File: config.mk
export PLATFORM = sky130hd
export DESIGN_NAME = nr52_controller
export DESIGN_NICKNAME = d
export VERILOG_FILES = /design/src/rtl/nr52_controller.sv
export SDC_FILE = /design/constraint.sdc
export NUM_CORES = 1
export LEC_CHECK = 0
export ABC_AREA = 1
export BUFFER_PORTS_ARGS = -buffer_cell sky130_fd_sc_hd__buf_4
export CELL_PAD_IN_SITES_DETAIL_PLACEMENT = 0
export CELL_PAD_IN_SITES_GLOBAL_PLACEMENT = 2
export CORE_AREA = 2 2 64 66
export DETAILED_ROUTE_END_ITERATION = 16
export DIE_AREA = 0 0 66 68
export PLACE_DENSITY = 0.71
export SLEW_MARGIN = 5
export SYNTH_ARGS = -nofsm -noshare
export SYNTH_HDL_FRONTEND = slang
export SYNTH_SLANG_ARGS = --single-unit
File: constraint.sdc
create_clock -name clock -period 1.4 [get_ports clock]
set_input_delay 0.14 -clock clock [delete_from_list [all_inputs] [get_ports clock]]
set_output_delay 0.14 -clock clock [all_outputs]
set_load 0.01 [all_outputs]
File: src/rtl/nr52_controller.sv
// NR52 master sound control: power bit, channel-active flags and the power-off
// register-file clear sequencer.
module nr52_controller #(
    parameter int unsigned NUM_REGS = 20,
    parameter int unsigned ADDR_W   = 5
) (
    input  logic              clock,
    input  logic              reset_n,
    input  logic              nr52_wr_en,
    input  logic [7:0]        nr52_wdata,
    input  logic [3:0]        trigger,
    input  logic [3:0]        length_expire,
    input  logic [3:0]        dac_off,
    output logic [7:0]        nr52_out,
    output logic              reg_wr_allow,
    output logic              clr_req,
    output logic [ADDR_W-1:0] clr_addr,
    input  logic              clr_ack
);

    typedef enum logic [1:0] {StOff, StOn, StClear} state_e;

    localparam logic [ADDR_W-1:0] LastAddr = ADDR_W'(NUM_REGS - 1);

    state_e            state_q;
    logic              power_q;
    logic [3:0]        ch_on_q;
    logic              pending_on_q;
    logic              clr_req_q;
    logic [ADDR_W-1:0] clr_addr_q;
    logic              reg_wr_allow_q;

    logic       wr_on;
    logic       wr_off;
    logic       pending_eff;
    logic [3:0] ch_on_d;
    logic       unused_wdata;

    assign wr_on        = nr52_wr_en & nr52_wdata[7];
    assign wr_off       = nr52_wr_en & ~nr52_wdata[7];
    assign unused_wdata = ^nr52_wdata[6:0];

    // A write landing on the final ack still decides where the clear exits to.
    assign pending_eff = nr52_wr_en ? nr52_wdata[7] : pending_on_q;

    // dac_off beats trigger, trigger beats length expiry.
    always_comb begin
        ch_on_d = (ch_on_q | trigger) & ~dac_off & ~(length_expire & ~trigger);
    end

    always_ff @(posedge clock) begin
        if (!reset_n) begin
            state_q        <= StOff;
            power_q        <= 1'b0;
            ch_on_q        <= 4'b0000;
            pending_on_q   <= 1'b0;
            clr_req_q      <= 1'b0;
            clr_addr_q     <= '0;
            reg_wr_allow_q <= 1'b0;
        end else begin
            unique case (state_q)
                StOff: begin
                    if (wr_on) begin
                        state_q        <= StOn;
                        power_q        <= 1'b1;
                        reg_wr_allow_q <= 1'b1;
                    end
                end
                StOn: begin
                    if (wr_off) begin
                        state_q        <= StClear;
                        power_q        <= 1'b0;
                        ch_on_q        <= 4'b0000;
                        clr_req_q      <= 1'b1;
                        clr_addr_q     <= '0;
                        reg_wr_allow_q <= 1'b0;
                    end else begin
                        ch_on_q <= ch_on_d;
                    end
                end
                StClear: begin
                    if (nr52_wr_en) begin
                        pending_on_q <= nr52_wdata[7];
                    end
                    if (clr_ack) begin
                        if (clr_addr_q == LastAddr) begin
                            state_q        <= pending_eff ? StOn : StOff;
                            power_q        <= pending_eff;
                            reg_wr_allow_q <= pending_eff;
                            pending_on_q   <= 1'b0;
                            clr_req_q      <= 1'b0;
                            clr_addr_q     <= '0;
                        end else begin
                            clr_addr_q <= clr_addr_q + 1'b1;
                        end
                    end
                end
                default: begin
                    state_q <= StOff;
                end
            endcase
        end
    end

    assign nr52_out     = {power_q, 3'b000, ch_on_q};
    assign reg_wr_allow = reg_wr_allow_q;
    assign clr_req      = clr_req_q;
    assign clr_addr     = clr_addr_q;

endmodule

==> results.sh, run 1 <==
export IMPL_post_dp_hpwl_um=1600
export IMPL_grt_overflow=0
export IMPL_startpoint="state_q[1]"
export IMPL_fmax_mhz=788
export IMPL_fin_crit_sh_pct=90.6
export IMPL_root_buffer="clkbuf_8"
export IMPL_startpoint_type="flop"
export IMPL_drt_iter0_markers=27
export IMPL_core_area_sq_um=3860
export IMPL_crit_fanout=6
export IMPL_internal_power_mw=0.817
export IMPL_cp_endpoint="reg_wr_allow"
export IMPL_dieArea_sq_um=4490
export IMPL_crit_type="flop to flop"
export IMPL_period_needed_ns=1.27
export IMPL_cts_buffer_depth=2
export IMPL_final_antenna_net_count=0
export IMPL_ir_worst_vdd_uv=519
export IMPL_synth_warnings=0
export IMPL_fin_skew_ns=0.00114
export IMPL_hold_class="input pin to flop"
export IMPL_synth_distinct_cells=15
export IMPL_cts_tree="yes"
export IMPL_hold_viol=0
export IMPL_grt_max_degree=10
export IMPL_net_switching_power_mw=0.430
export IMPL_seqPwrFrac_pct=39.0
export IMPL_arrival_ns=1.41
export IMPL_switching_share_pct=34.5
export IMPL_power_mw=1.25
export IMPL_drtPass1Iterations=4
export IMPL_n_fill_cell=467
export IMPL_clkSlewWorstSetupHoldPaths_ns=0.06
export IMPL_worstRegToRegCells=7
export IMPL_p_leak_nw=0.546
export IMPL_final_net_count=182
export IMPL_cp_required_ns=1.54
export IMPL_insertedDiodeCount=0
export IMPL_num_rows=23
export IMPL_pwr_share_clk_pct=26.6
export IMPL_p_per_area_nw_per_um2=1150
export IMPL_synth_area_leaders="dfxtp_1 (37%), nand2_1 (16%), inv_1 (9.3%)"
export IMPL_insertion_delay_ns=0.24
export IMPL_drc_errors=0
export IMPL_ys_seq_area_share_pct=36.7
export IMPL_clock_sinks=14
export IMPL_drv_cap=0
export IMPL_synth_area_per_cell_sq_um=6.16
export IMPL_final_util_pct=28.1
export IMPL_start_util_pct=19.8
export IMPL_viasPerCell=3.92
export IMPL_netlist_instances=124
export IMPL_place_ws_ns=0.131
export IMPL_run_status="completed"
export IMPL_dp_cells=202
export IMPL_r2r_start="state_q[1]"
export IMPL_critical_path_endpoint_type="flop"
export IMPL_rrSetupSlack_ns=0.13
export IMPL_num_io_pins=39
export IMPL_grtUsageTotal_pct=9.83
export IMPL_globalplace_congestion=0.784
export IMPL_areaGrowthSynthToFinish_pct=41.8
export IMPL_fin_ws_ns=0.131
export IMPL_r2r_end="reg_wr_allow"
export IMPL_syn_area_sq_um=763
export IMPL_slew_violations=0
export IMPL_antenna_found_initial=0
export IMPL_setup_viol=0
export IMPL_io_buffer_count=28
export IMPL_synth_seq_cells=14
export IMPL_die_h_um=68
export IMPL_grt_pass1_vias=800
export IMPL_numCtsBuffers=3
export IMPL_yosysTopAreaCell="dfxtp_1"
export IMPL_fin_tns_setup_ns=0
export IMPL_grt_first_pass_wirelength_um=3400
export IMPL_routed_wl_um=2010
export IMPL_synth_top_area_share_pct=36.7
export IMPL_combPwrFrac_pct=34.4
export IMPL_cts_max_level=1
export IMPL_vias=804
export IMPL_rsz0062_at_grt="no"
export IMPL_drive_gt1_share_pct=24.5
export IMPL_die_x_um=66
export IMPL_wl_per_cell_um=9.82
export IMPL_final_cells=205
-- final cells by class --
cell class | count | area, sq um | area share (%)
clock buffer | 3 | 41.3 | 3.82
inverter | 21 | 78.8 | 7.28
multi-input combinational | 87 | 394 | 36.4
sequential | 14 | 280 | 25.9
tap | 50 | 62.6 | 5.78
timing repair buffer | 30 | 225 | 20.8
-- metal layers --
metal,GRT usage [%],wire (um)
met5,0,0
met4,3.06,20
met3,2.96,86
met2,16.0,936
met1,12.5,971
-- Yosys cell counts --
| master | instances |
|---|---|
| clkinv_1 | 1 |
| nor2_2 | 1 |
| nand3_1 | 9 |
| conb_1 | 1 |
| ha_1 | 1 |
| o21bai_1 | 1 |
| nor2_1 | 19 |
| nand2_1 | 33 |
| inv_2 | 1 |
| o21ai_2 | 1 |
| inv_1 | 19 |
| o21ai_0 | 8 |
| a21oi_1 | 11 |
| buf_4 | 4 |
| dfxtp_1 | 14 |
-- state kept, by name (all words and copies together) (netlist names) --
name          count
ch_on_q           4
reg_wr_allow      1
clr_addr          5
clr_req           1
pending_on_q      1
state_q           2
-- logic make-up (layout without fill, tap and decap cells) --
group / after synthesis / after routing / synth area share, %
simple gates: 62 / 62 / 32.3
buf+inv: 25 / 54 / 14.3
compound gates: 21 / 21 / 14.6
flops: 14 / 14 / 36.7
fa+ha+maj: 1 / 1 / 1.64
other cells: 1 / 3 / 0.491
-- placed cells by master, fill, tap and decap left out --
master,Yosys,routed
dfxtp_1,14,14
inv_2,1,1
nand2_1,33,31
nor2_1,19,19
conb_1,1,3
clkinv_1,1,1
o21ai_4,0,1
o21bai_1,1,1
ha_1,1,1
clkbuf_8,0,3
o21ai_0,8,8
a21oi_1,11,11
inv_1,19,19
buf_4,4,30
nand2_2,0,2
nand3_1,9,9
nor2_2,1,1
-- worst min path at each step --
stage	cells after the start	to	start	slack, ns
3_3_place_gp	3	state_q[1]	reset_n	0.38
5_1_grt	3	state_q[1]	reset_n	0.17
2_1_floorplan	2	state_q[1]	reset_n	0.24
3_5_place_dp	3	state_q[1]	reset_n	0.39
4_1_cts	3	state_q[1]	reset_n	0.14
6_report	3	state_q[1]	reset_n	0.13
-- per-stage QoR --
step,hold WS (ns),cell area [sq um]
after global routing,0.167,1080
after CTS,0.136,1070
after floorplan,0.238,771
after global placement,0.385,1030
final,0.134,1080
after detailed placement,0.390,1030
-- power by group through the flow --
stage	sequential, mW	clock [mW]	combinational (mW)
detailed placement	0.495	0	0.427
global placement	0.494	0	0.427
global route	0.494	0.362	0.495
CTS	0.487	0.346	0.428
floorplan	0.503	0	0.270
finish	0.486	0.332	0.429
-- worst max-delay path: stages, from the launching register on --
cell and delay (ns):
dfxtp_1 0.42, nor2_1 0.10, nand2_1 0.19, nand2_1 0.12, nor2_2 0.14, nand3_1 0.09, nand2_1 0.06, nor2_1 0.03
-- repair_timing --
item	in CTS	in global routing
setup buffers	0	0
endpoints found under the setup margin	0	4
gates resized for setup	0	3
hold buffers	0	0
Power figures use the tool's default switching activity.
==> inputs of run 2 (changes only) <==
- PLACE_DENSITY: 0.71 -> unset
- PLACE_DENSITY_LB_ADDON: unset -> 0.08
==> results.sh, run 2 (synthesis gave the netlist of run 1 again) <==
export IMPL_grt_overflow=0
export IMPL_rrSetupSlack_ns=0.13
export IMPL_cpMostUsedCell="nand2_1"
export IMPL_worst_path_largest_cell_delay_ns=0.40
export IMPL_run_status="completed"
export IMPL_cp_slowest_cell="dfxtp_1"
export IMPL_p_leak_nw=0.567
export IMPL_hold_depth=3
export IMPL_place_ws_ns=0.127
export IMPL_min_delay_start="reset_n"
export IMPL_wl_per_cell_um=10.4
export IMPL_io_buffer_count=28
export IMPL_drt_iter0_markers=27
export IMPL_hold_end="state_q[1]"
export IMPL_critPathBufInv=0
export IMPL_die_x_um=66
export IMPL_ir_worst_vdd_uv=323
export IMPL_insertion_delay_ns=0.24
export IMPL_fmax_mhz=790
export IMPL_fin_ws_ns=0.134
export IMPL_holdWs_ns=0.134
export IMPL_final_antenna_net_count=0
export IMPL_clock_sinks=14
export IMPL_cp_required_ns=1.54
export IMPL_period_needed_ns=1.27
export IMPL_slew_violations=0
export IMPL_drive_gt1_share_pct=25.2
export IMPL_crit_type="flop to flop"
export IMPL_clkSlewWorstSetupHoldPaths_ns=0.06
export IMPL_rsz0062_at_grt="yes"
export IMPL_grtUsageTotal_pct=10.1
export IMPL_fin_tns_setup_ns=0
export IMPL_root_buffer="clkbuf_8"
export IMPL_areaGrowthSynthToFinish_pct=44.9
export IMPL_viasPerCell=3.87
export IMPL_postCtsSetupBuffers=0
export IMPL_path_cells="nand2_1, o21ai_2, o21ai_0, nand2_1, nor2_1"
export IMPL_r2r_start="state_q[1]"
export IMPL_dp_cells=205
export IMPL_fin_crit_sh_pct=90.4
export IMPL_num_rows=23
export IMPL_critical_path_endpoint_type="flop"
export IMPL_r2r_end="clr_addr[3]"
export IMPL_hold_viol=0
export IMPL_core_area_sq_um=3860
export IMPL_grt_first_pass_wirelength_um=3370
export IMPL_globalplace_congestion=0.695
export IMPL_critPathTopFamily="compound AO/OA/AOI/OAI gates"
export IMPL_die_h_um=68
export IMPL_post_dp_hpwl_um=1730
export IMPL_cts_max_level=1
export IMPL_cts_tree="yes"
export IMPL_antenna_found_initial=0
export IMPL_fin_skew_ns=0.00109
export IMPL_drtPass1Iterations=4
export IMPL_startpoint_type="flop"
export IMPL_drc_errors=0
export IMPL_setup_viol=0
export IMPL_insertedDiodeCount=0
export IMPL_crit_fanout=8
export IMPL_dieArea_sq_um=4490
export IMPL_p_per_area_nw_per_um2=1200
export IMPL_cts_buffer_depth=2
export IMPL_num_io_pins=39
export IMPL_worstRegToRegCells=5
export IMPL_drv_cap=0
export IMPL_largest_reg_flops=5
export IMPL_routed_wl_um=2180
export IMPL_final_cells=209
export IMPL_numCtsBuffers=3
export IMPL_final_net_count=185
export IMPL_start_util_pct=19.8
export IMPL_grt_max_degree=10
export IMPL_hold_class="input pin to flop"
export IMPL_arrival_ns=1.41
export IMPL_grt_pass1_vias=725
export IMPL_vias=809
export IMPL_final_cell_mix="nand2_1 (33), buf_4 (33), inv_1 (19), nor2_1 (19), dfxtp_1 (14)"
-- run 2: where the power goes --
part,switching (mW),internal [mW]
clock,0.150,0.249
combinational,0.254,0.184
sequential,0.0365,0.449
total,0.441,0.882
-- run 2: repair_timing --
| item | in CTS | in global routing |
|---|---|---|
| resized for setup | 0 | 0 |
| hold buffers | 0 | 0 |
| endpoints found under the setup margin | 0 | 1 |
-- run 2: layout make-up --
class                      count  area [sq um]
clock buffer                   4          55.1
fill                         465          2750
inverter                      21          78.8
multi-input combinational     87           382
sequential                    14           280
tap                           50          62.6
timing repair buffer          33           248
-- run 2: how the worst max path moves through the flow --
stage / start / end / slack (ns) / depth (start not counted)
floorplan: clr_addr[0] / clr_addr[4] / 0.21 / 8
global placement: state_q[1] / clr_addr[3] / 0.12 / 5
detailed placement: state_q[1] / clr_addr[3] / 0.13 / 5
CTS: clr_addr[0] / clr_addr[1] / 0.11 / 8
global route: state_q[1] / clr_addr[3] / -0.009 / 6
finish: state_q[1] / clr_addr[3] / 0.13 / 5
-- run 2: metrics by stage --
stage	utilization [%]	cell area (sq um)	total power, mW
after floorplan	-	771	0.772
after global placement	27.3	1050	0.941
after detailed placement	27.3	1050	0.943
after CTS	28.7	1110	1.37
after global routing	28.7	1110	1.44
final	28.7	1110	1.32
-- run 2: tightest hold or removal path, cell delays in order --
cell and delay [ns]:
buf_4 0.12, nand2_1 0.05, inv_1 0.04
-- run 2: metal layers --
layer	wire (um)	up-vias	part of all wire, %	global-route usage (%)
li1	-	447	-	-
met2	1020	14	47	17.0
met1	1060	346	49	12.3
met5	0	-	0	0
met4	18	0	0.83	5.36
met3	77	2	3.5	1.97
